===== src/rtl/dmem_pkg.sv =====
// Shared definitions for the data-memory access controller:
// funct3 encodings, controller state and the store byte-enable helper.
package dmem_pkg;

  localparam logic [2:0] F3_B  = 3'b000;
  localparam logic [2:0] F3_H  = 3'b001;
  localparam logic [2:0] F3_W  = 3'b010;
  localparam logic [2:0] F3_BU = 3'b100;
  localparam logic [2:0] F3_HU = 3'b101;

  typedef enum logic [1:0] {
    IDLE   = 2'd0,
    ACCESS = 2'd1,
    DONE   = 2'd2
  } state_t;

  // Byte-lane enables for a store of the given width at byte offset off.
  function automatic logic [3:0] byte_en(input logic [2:0] f3, input logic [1:0] off);
    logic [3:0] be;
    case (f3)
      F3_B, F3_BU: be = 4'b0001 << off;
      F3_H, F3_HU: be = off[1] ? 4'b1100 : 4'b0011;
      default:     be = 4'b1111;
    endcase
    return be;
  endfunction

endpackage


===== src/rtl/dmem_lane_align.sv =====
// Combinational byte-lane steering: store byte enables and replicated write
// data, plus the shifted and sign/zero-extended load word.
import dmem_pkg::*;

module dmem_lane_align (
  input  logic [1:0]  offset,
  input  logic [2:0]  func3,
  input  logic [31:0] store_data,
  input  logic [31:0] rdata,
  output logic [3:0]  byteen,
  output logic [31:0] wdata,
  output logic [31:0] load_word
);

  logic [31:0] shifted;

  assign byteen  = byte_en(func3, offset);
  assign shifted = rdata >> {offset, 3'b000};

  // Replicate the stored byte/half across all lanes; byteen selects the live one.
  always_comb begin
    case (func3)
      F3_B, F3_BU: wdata = {4{store_data[7:0]}};
      F3_H, F3_HU: wdata = {2{store_data[15:0]}};
      default:     wdata = store_data;
    endcase
  end

  // Extend the addressed byte/half of the memory word to 32 bits.
  always_comb begin
    case (func3)
      F3_B:    load_word = {{24{shifted[7]}}, shifted[7:0]};
      F3_BU:   load_word = {24'h000000, shifted[7:0]};
      F3_H:    load_word = {{16{shifted[15]}}, shifted[15:0]};
      F3_HU:   load_word = {16'h0000, shifted[15:0]};
      default: load_word = rdata;
    endcase
  end

endmodule


===== src/rtl/dmem_access_ctrl.sv =====
// MEM-stage data-memory access controller: captures a load/store request,
// holds the memory strobe until the memory completes (or times out) and
// stalls the pipeline meanwhile.
// Optional build macro MISALIGN_TRAP_EN: misaligned half/word accesses raise
// err without touching memory; otherwise the low address bits are cleared.
import dmem_pkg::*;

module dmem_access_ctrl #(
  parameter int unsigned TIMEOUT = 255
) (
  input  logic        CLK,
  input  logic        RESET,
  input  logic        mem_read,
  input  logic        mem_write,
  input  logic [2:0]  func3,
  input  logic [31:0] addr,
  input  logic [31:0] store_data,
  output logic        busywait,
  output logic [31:0] load_data,
  output logic        err,
  output logic        dm_read,
  output logic        dm_write,
  output logic [31:0] dm_addr,
  output logic [31:0] dm_wdata,
  output logic [3:0]  dm_byteen,
  input  logic [31:0] dm_rdata,
  input  logic        dm_busywait
);

  localparam int unsigned CW    = (TIMEOUT > 1) ? $clog2(TIMEOUT) : 1;
  localparam int unsigned TLAST = (TIMEOUT == 0) ? 0 : TIMEOUT - 1;

  state_t          state;
  logic [31:0]     addr_q;
  logic [2:0]      func3_q;
  logic [31:0]     sd_q;
  logic            is_store_q;
  logic [CW-1:0]   count;
  logic            req_legal;
  logic            trap_hit;
  logic [1:0]      eff_off;
  logic [3:0]      lane_be;
  logic [31:0]     load_word;

  // Stores accept only b/h/w; loads additionally accept bu/hu.
  always_comb begin
    req_legal = 1'b0;
    if (mem_write) begin
      req_legal = (func3 == F3_B) || (func3 == F3_H) || (func3 == F3_W);
    end else begin
      case (func3)
        F3_B, F3_H, F3_W, F3_BU, F3_HU: req_legal = 1'b1;
        default:                        req_legal = 1'b0;
      endcase
    end
  end

`ifdef MISALIGN_TRAP_EN
  assign trap_hit = (((func3 == F3_H) || (func3 == F3_HU)) && addr[0]) ||
                    ((func3 == F3_W) && (addr[1:0] != 2'b00));

  // Trapped requests never reach ACCESS, so the raw offset is always aligned here.
  always_comb begin
    eff_off = addr_q[1:0];
  end
`else
  assign trap_hit = 1'b0;

  // Misaligned accesses are forced onto their natural boundary.
  always_comb begin
    eff_off = addr_q[1:0];
    case (func3_q)
      F3_H, F3_HU: eff_off = addr_q[1:0] & 2'b10;
      F3_W:        eff_off = 2'b00;
      default:     eff_off = addr_q[1:0];
    endcase
  end
`endif

  dmem_lane_align u_align (
    .offset     (eff_off),
    .func3      (func3_q),
    .store_data (sd_q),
    .rdata      (dm_rdata),
    .byteen     (lane_be),
    .wdata      (dm_wdata),
    .load_word  (load_word)
  );

  assign dm_addr   = {addr_q[31:2], 2'b00};
  assign dm_byteen = dm_write ? lane_be : '0;
  // IDLE stalls combinationally on a fresh request; ACCESS stalls; DONE releases.
  assign busywait  = (state == IDLE) ? (mem_read | mem_write) : (state == ACCESS);

  // Request capture, access sequencing, timeout and registered results.
  always_ff @(posedge CLK) begin
    if (RESET) begin
      state      <= IDLE;
      addr_q     <= '0;
      func3_q    <= '0;
      sd_q       <= '0;
      is_store_q <= 1'b0;
      count      <= '0;
      load_data  <= '0;
      err        <= 1'b0;
      dm_read    <= 1'b0;
      dm_write   <= 1'b0;
    end else begin
      err <= 1'b0;
      case (state)
        IDLE: begin
          if (mem_read || mem_write) begin
            addr_q     <= addr;
            func3_q    <= func3;
            sd_q       <= store_data;
            is_store_q <= mem_write;
            count      <= '0;
            if (!req_legal || trap_hit) begin
              state     <= DONE;
              err       <= 1'b1;
              load_data <= '0;
            end else begin
              state    <= ACCESS;
              dm_read  <= ~mem_write;
              dm_write <= mem_write;
            end
          end
        end
        ACCESS: begin
          if (!dm_busywait) begin
            if (!is_store_q) load_data <= load_word;
            dm_read  <= 1'b0;
            dm_write <= 1'b0;
            state    <= DONE;
          end else if ((TIMEOUT != 0) && (count == CW'(TLAST))) begin
            err       <= 1'b1;
            load_data <= '0;
            dm_read   <= 1'b0;
            dm_write  <= 1'b0;
            state     <= DONE;
          end else if (TIMEOUT != 0) begin
            count <= count + 1'b1;
          end
        end
        DONE:    state <= IDLE;
        default: state <= IDLE;
      endcase
    end
  end

endmodule


===== config.mk =====
export PLATFORM = sky130hd
export DESIGN_NAME = dmem_access_ctrl
export DESIGN_NICKNAME = d
export VERILOG_FILES = /design/src/rtl/dmem_pkg.sv /design/src/rtl/dmem_lane_align.sv /design/src/rtl/dmem_access_ctrl.sv
export SDC_FILE = /design/constraint.sdc
export NUM_CORES = 1
export LEC_CHECK = 0
export ABC_AREA = 1
export CAP_MARGIN = 25
export CORE_MARGIN = 2
export CORE_UTILIZATION = 44
export CTS_CLUSTER_DIAMETER = 50
export CTS_CLUSTER_SIZE = 28
export DETAILED_ROUTE_END_ITERATION = 8
export GPL_TIMING_DRIVEN = 1
export PLACE_DENSITY = 0.8
export SLEW_MARGIN = 20
export SYNTH_ARGS = -nofsm -noshare
export SYNTH_HDL_FRONTEND = slang
export SYNTH_SLANG_ARGS = --single-unit

===== constraint.sdc =====
create_clock -name CLK -period 2.3 [get_ports CLK]
set_input_delay 0.46 -clock CLK [delete_from_list [all_inputs] [get_ports CLK]]
set_output_delay 0.46 -clock CLK [all_outputs]
set_load 0.01 [all_outputs]

======== Yosys cells after proc, flatten, opt, wreduce, memory -nomap -nowiden ========
Index checks and enable logic that the tools add are counted.
word-level totals
  register bits after elaboration ......... 113
  input port bits ......................... 104
  output and inout bits ................... 104
operators by class
  $add $sub $neg .......................... 1
  eq/ne operators ......................... 17
  shifts and indexed selects .............. 2
  mux-type cells .......................... 37
  bitwise gates (word level) .............. 2
  reduce and logical (&&, ||, !) cells .... 15
operators by type and width
  kind                                                                   number
  32-bit 2-to-1 mux                                                      5
  32-bit case mux with 2 select lines                                    2
  32-bit case mux with 4 select lines                                    1
  32-bit by 5-bit right shift with 16-bit output                         1
  8-bit 2-to-1 mux                                                       3
  8-bit case mux with 2 select lines                                     1
  1-bit 2-to-1 mux                                                       13
  3-bit equality test, second input constant                             4
  8-bit by 1-bit adder with 8-bit output, second input constant          1
  8-bit equality test, second input constant                             1
  2-bit 2-to-1 mux                                                       4
  4-bit 2-to-1 mux                                                       2
  2-bit inequality test, second input constant                           4
  2-bit case mux with 2 select lines                                     2
  4-bit case mux with 2 select lines                                     1
  4-bit AND reduction                                                    2
  3-bit by 1-bit equality test with 1-bit output, second input constant  2
  3-bit by 2-bit equality test with 1-bit output, second input constant  2
  3-bit zero test                                                        2
  1-bit case mux with 2 select lines                                     3
  5-bit AND reduction                                                    1
  5-bit OR reduction                                                     1
  2-bit AND reduction                                                    2
  2-bit OR reduction                                                     2
  other kinds (10)                                                       12

======== Depth between registers and ports, before layout ========
Gate-level depths: netlist of run 1.
  depth after elaboration ................. 8
  gate-level depth with buffers ........... 13
  gate-level depth less buffers ........... 12

======== Hierarchy ========
Synthesis of run 1 repeated with hierarchy kept, for this count alone.
second synthesis, totals
  cell total of the unflattened synthesis .. 936
  area total of the unflattened synthesis .. 6356.1 um2
by module, submodules not included
  module            instances  cells each  area each (um2)
  dmem_access_ctrl  1          668         5067.4
  dmem_lane_align   1          268         1288.7

======== Least setup slack after synthesis of run 1 ========
No wires, ideal clock.
  path kind ............................... reg-to-reg
  start ................................... register count[0]
  end ..................................... register load_data[10]
  setup time .............................. 0.132 ns
  arrival ................................. 1.555 ns
  slack ................................... 0.613 ns
  stages on the path, launching flop included .. 10
  path through ............................ dfxtp_1 inv_1 ha_1 nand3_1 o21ai_0 nand3_1 a21o_1 buf_2 nand2_1 a21oi_1
between the ends
  longest elaborated chain between the ends .. 3
RTL lines
  item                                                               line                     source
  start: declaration                                                 dmem_access_ctrl.sv:38   logic [CW-1:0] count;
  start signal: assignment                                           dmem_access_ctrl.sv:142  count <= count + 1'b1;
  8-bit equality test                                                dmem_access_ctrl.sv:135  end else if ((TIMEOUT != 0) && (count == CW'(TLAST))) begin
  3-bit by 2-bit inequality test with 1-bit output (no source line)  n/a
  5-bit AND reduction (no source line)                               n/a
  end signal: assignment                                             dmem_access_ctrl.sv:131  if (!is_store_q) load_data <= load_word;
  end: declaration                                                   dmem_access_ctrl.sv:19   output logic [31:0] load_data,
No other way between the ends.
A chain may end at the register's enable or synchronous reset.

======== Final worst setup path of run 1 ========
  start ................................... register func3_q[1]
  end ..................................... output port dm_wdata[22]
between the ends
  longest elaborated chain between the ends .. 3
RTL lines
  item                                                                    line                     source
  start: declaration                                                      dmem_access_ctrl.sv:35   logic [2:0] func3_q;
  start signal: assignment                                                dmem_access_ctrl.sv:114  func3_q <= func3;
  3-bit by 1-bit equality test with 1-bit output (tied with other cells)  dmem_lane_align.sv:22    case (func3)
  2-bit OR reduction                                                      dmem_lane_align.sv:22
  32-bit case mux with 2 select lines *                                   dmem_lane_align.sv:22
  end: declaration                                                        dmem_access_ctrl.sv:24   output logic [31:0] dm_wdata,
Every way passes the cells marked *; elsewhere a longest branch is shown, timed or not.

==> reports/metrics.yaml, run 1 <==
remaining_drc_errors: 0
hpwl_um: 11500
die_x_um: 114
r2r-start: "func3_q[1]$_SDFFE_PP0P_"
drtIter0Drc: 359
wl_um: 16100
wire_per_inst_um: 14.4
combinationalPowerShare_pct: 28.6
leakage_uw: 0.00335
fp.dieH_um: 114
synth_top_cell_by_area: "dfxtp_1"
m1WireLength_um: 6620
overflow: 0
ys_types: 33
pre_cts_slack_ns: 0.0575
synthCells: 786
synthTopCellsByArea: "dfxtp_1 (42%), nor2_1 (11%), nand2_1 (10%)"
final_max_slew_viol_count: 0
reg2reg_slack_ns: 0.33
nNetsFinal: 1061
power_uw: 6510
cpPeakStageDelay_ns: 0.54
worstPathArrival_ns: 1.75
yosysSeqAreaShare_pct: 42.2
min_from: "load_data[4]$_SDFFE_PP0P_"
layout_setup_ws_ns: 0.0943
max_freq_ghz: 0.453
route.vias.total: 5643
antenna_found_initial: 0
firstDrtPassIters: 5
synth-edff-count: 0
setup_viol: 0
grt_max_degree: 40
synthTopCellsByCount: "nor2_1 (157), nand2_1 (150), dfxtp_1 (113), o21ai_0 (92), a21oi_1 (84)"
cp_cell_sequence: "buf_6 > nand2_1 > nand2_1 > clkdlybuf4s50_1"
worstSetupEndpointType: "output pin"
synthArstFlopShare_pct: 0
synth_ff_type: "dfxtp_1"
swShare_pct: 31.1
io_pins: 208
synth_most_common_cell: "nor2_1"
vias_per_cell: 5.06
p_clk_share_pct: 36.0
fin_worst_skew_ns: 0.00409
clock_latency_ns: 0.42
core_area_um2: 12000
netSwitchingPower_uw: 2020
startpoint: "func3_q[1]$_SDFFE_PP0P_"
die_area_um2: 13100
cts_tree: "built"
place_area_um2: 7400
hold_ws_ns: 0.459
critPathTopFamily: "buffers and inverters"
hold_path_class: "reg2reg"
htreeDepth: 4
postLayoutCoreUtil_pct: 66.4
worstPathRequired_ns: 1.84
clk_path_buf_depth: 2
p_seq_share_pct: 35.3
period_minus_slack_ns: 2.21
cap_violations: 0
cts_inserted_buffers: 17
grt_pass1_vias: 5245
start_kind: "flop"
ys_warn_count: 0
synth.avg_cell_area_um2: 6.82
drive_gt1_share_pct: 7.44
io_buffer_count: 205
grt_use_total_pct: 24.8
route.met2.wl_um: 7570
critical_path_class: "reg2out"
start_util_pct: 44.8
globalplace.congestion: 0.829
yosysTopAreaCellShare_pct: 42.2
area_growth_pct: 48.2
p_int_uw: 4490
worst_path_most_repeated_cell: "nand2_1"
highest_layer: "met4"
clk_pin_slew_ns: 0.05
fin_area_um2: 7950
synth_area_um2: 5360
finalCritPeriodShare_pct: 95.9
ys_seq_elements: 113
status: "finished, final reports clean"
ant_nets: 0
ir_drop_mv: 0.550
rsz0062_at_grt: "false"
hold_viol: 0
cts_root_buffer: "clkbuf_16"
post_cts_buffers: 0
grt_pass1_wl_um: 25500
cellPowerDensity_nw_per_um2: 819
antenna_cells: 0
cts_num_sinks: 113
critPathSlowestCell: "clkdlybuf4s50_1"
wl_met3_um: 1470
path_buf_inv: 2
worst-path-max-fanout: 29
rows: 40
## power groups by stage
stage	Combinational [uW]	Clock, uW	Sequential [uW]
floorplan	1090	0	2300
global placement	1870	0	2320
finish	1860	2340	2300
global route	2050	2470	2320
detailed placement	1880	0	2330
CTS	1860	2380	2300
## metrics by stage
step,instances,TNS [ns]
after global placement,1083,0
after CTS,1115,-0.189
final,1115,0
after floorplan,787,0
after global routing,1115,0
after detailed placement,1083,0
## cell usage in the layout (no fill, tap or decap), drive strengths merged, types with 3 or more instances in the layout
master,instances
buf,27
a21oi,85
clkbuf,26
nor2,157
clkinv,6
xor2,3
o22ai,5
nand4,7
nand2,154
nand3,10
o211ai,8
dlygate4sd2,14
clkdlybuf4s15,5
dfxtp,113
clkdlybuf4s50,184
inv,50
o21ai,94
## worst reg2reg max path: stages (launching register included)
cell and delay (ns):
dfxtp_2 0.34, inv_2 0.10, nand2_2 0.10, nand2_1 0.15, nand3_2 0.09, buf_4 0.18
nor2_1 0.14, nor2_1 0.06, nand2_1 0.08, nand2_2 0.06, nand2_2 0.19, nand2_4 0.18
nand2_1 0.12, a21oi_1 0.06
## layout make-up
type,instances,area (um^2)
multi-input combinational,541,2470
clock buffer,26,499
sequential,113,2260
clock inverter,6,30.0
inverter,50,188
timing repair buffer,232,2310
fill,1049,4010
tap,147,184
## sequential cells by signal, summed over array words and instances, names as in the netlist
signal	count
count	8
addr_q	32
sd_q	32
is_store_q	1
state	2
func3_q	3
load_data	32
dm_read	1
err	1
dm_write	1
## path summary, 6_finish.rpt
kind                            cells past startpoint                          to
worst min-delay path                                2   load_data[4]$_SDFFE_PP0P_
worst max-delay path                                4                dm_wdata[22]
worst max register to register                     13  load_data[19]$_SDFFE_PP0P_
worst min register to register                      2   load_data[4]$_SDFFE_PP0P_
## layer usage
layer,global-route usage [%],up-vias
met5,0,-
met4,11.3,0
met3,9.16,31
met2,40.6,227
met1,29.0,2542
li1,-,2843
## kinds of logic after synthesis
family	count (synthesis)	share of synthesized area, %
flops	113	42.2
xor+xnor	3	0.490
buf+inv	133	12.4
simple gates	333	24.6
compound gates	201	19.8
fa+ha+maj	2	0.467
other cells	1	0.0699
## timing repair
action / in CTS / in global routing
resized for setup: 27 / 11
setup endpoints to repair: 26 / 20
hold buffers: 0 / 0
Note: power is estimated with default switching activity, not from simulation.
==> run 2: changes to the inputs <==
CORE_UTILIZATION = 40   (was 44)
PLACE_DENSITY = 0.77   (was 0.8)
clock period = 2 ns   (was 2.3 ns; I/O delays follow)
==> run 2 against run 1 <==
  * Count of clock-buffer cells in the layout down 7
  * Power is 25% higher
  * Non-clock buffer count increased by 18
  * Clock skew up 0.0013 ns
  * Critical path depth unchanged
  * Cell count grew 4.2%
  * Sequential cell count unchanged
  * Sequential power is 15% higher
  * Critical endpoint unchanged
  * Highest routed layer unchanged
==> reports/metrics.yaml, run 2 (same netlist as run 1, synthesis figures left out) <==
status: "finished, final reports clean"
cts_tree: "built"
max_freq_ghz: 0.511
postLayoutCoreUtil_pct: 62.4  # -4.1 points
cpPeakStageDelay_ns: 0.40  # -0.14 ns
critical_path_class: "reg2out"
drive_gt1_share_pct: 12.6  # +5.1 points
final_cell_mix: "clkdlybuf4s50_1 (175), nor2_1 (155), nand2_1 (143), dfxtp_1 (110), o21ai_0 (89)"
overflow: 0  # unchanged
grt_pass1_vias: 5411  # +3.2%
clk_path_buf_depth: 2  # unchanged
start_kind: "flop"
worst-path-max-fanout: 24  # -17%
io_buffer_count: 205  # unchanged
cellPowerDensity_nw_per_um2: 991  # +21%
nNetsFinal: 1079  # +1.7%
start_util_pct: 40.7  # -4.2 points
wl_um: 16600  # +3.4%
layout_commonest_cell: "clkdlybuf4s50_1"
fill_cells: 1150  # +9.6%
rsz0062_at_grt: "true"
hold_viol: 0  # unchanged
final_max_slew_viol_count: 0  # unchanged
antenna_found_initial: 0  # unchanged
area_growth_pct: 53.5
ir_drop_mv: 0.967  # +76%
htreeDepth: 4  # unchanged
ant_nets: 0  # unchanged
die_area_um2: 14300  # +9.6%
leakage_uw: 0.00347  # +3.6%
globalplace.congestion: 0.880  # +6.2%
clock_latency_ns: 0.41  # about the same
cts_num_sinks: 113  # unchanged
fp.dieH_um: 120  # +4.7%
period_minus_slack_ns: 1.96
grt_use_total_pct: 23.4  # -1.4 points
finalCritPeriodShare_pct: 97.8
reg_top3: "addr_q: 32 flops, load_data: 32 flops, sd_q: 32 flops"
io_pins: 208  # unchanged
clk_pin_slew_ns: 0.06  # about the same
wire_per_inst_um: 14.3  # -0.80%
worstPathRequired_ns: 1.60  # -0.24 ns
grt_max_degree: 70  # +75%
power_uw: 8160  # +25%
worstSetupEndpointType: "output pin"
vias_per_cell: 4.92  # -2.8%
fin_worst_skew_ns: 0.00539  # +0.00130 ns
route.vias.total: 5717  # +1.3%
drtIter0Drc: 388  # +8.1%
rows: 42  # +5.0%
die_x_um: 120  # +4.7%
firstDrtPassIters: 5  # unchanged
antenna_cells: 0  # unchanged
grt_pass1_wl_um: 26500  # +3.6%
setup_viol: 0  # unchanged
cap_violations: 0  # unchanged
critPathSlowestCell: "dfxtp_4"
hold_path_class: "reg2reg"
worstPathArrival_ns: 1.56  # -0.19 ns
core_area_um2: 13200  # +10%
hpwl_um: 11700  # +1.6%
cts_inserted_buffers: 17  # unchanged
remaining_drc_errors: 0  # unchanged
reg2reg_slack_ns: 0.19  # -0.14 ns
worst_path_most_repeated_cell: "nand2_1"
cts_root_buffer: "clkbuf_16"
cp_cell_sequence: "buf_4 > nand2_1 > nand2_1 > dlygate4sd2_1"
[run 2: layout make-up]
cell class	count	area [um^2]	area share, %
Multi-Input combinational cell	541	2520	30.7
Inverter	50	193	2.34
Tap cell	176	220	2.68
Sequential cell	113	2270	27.6
Timing Repair Buffer	250	2380	29.0
Clock inverter	13	185	2.25
Clock buffer	19	453	5.50
[run 2: repair_timing]
item	CTS	global route
resized for setup	99	28
hold buffers	0	0
pin swaps	0	6
cloned	1	0
endpoints found under the setup margin	29	30
setup buffers	3	3
[run 2: final timing paths]
path / startpoint / end / depth (start not counted)
worst max-delay path: func3_q[1]$_SDFFE_PP0P_ / dm_wdata[22] / 4
worst max register to register: count[1]$_SDFFE_PP0P_ / load_data[11]$_SDFFE_PP0P_ / 8
worst min-delay path: load_data[5]$_SDFFE_PP0P_ / load_data[5]$_SDFFE_PP0P_ / 2
worst min register to register: load_data[5]$_SDFFE_PP0P_ / load_data[5]$_SDFFE_PP0P_ / 2
[run 2: power breakdown]
group | internal [uW] | switching [uW]
clock | 2150 | 1090
combinational | 1040 | 1230
sequential | 2490 | 151
[run 2: stage by stage]
stage	std cells	setup WS (ns)	TNS, ns	cell area, um^2	hold slack (ns)
global placement	1125	-0.0667	-2.28	7550	0.450
global route	1162	-0.0806	-0.176	8230	0.477
CTS	1161	-0.136	-0.245	8190	0.463
finish	1162	0.0432	0	8230	0.461
detailed placement	1125	-0.102	-4.43	7550	0.454
floorplan	787	0.313	0	5370	0.445
[run 2: metal layers]
layer | GRT usage, % | up-vias | share of wire, %
li1 | - | 2874 | -
met1 | 27.0 | 2551 | 41
met2 | 39.1 | 260 | 47
met3 | 8.60 | 32 | 9.2
met4 | 9.71 | 0 | 2.5
met5 | 0 | - | 0
[run 2: worst max-delay path, delay by kind of cell, from the launching register on]
family | cells | cell delay, ns
DFF | 1 | 0.40
and+or+nand+nor | 2 | 0.17
buffers and inverters | 2 | 0.58
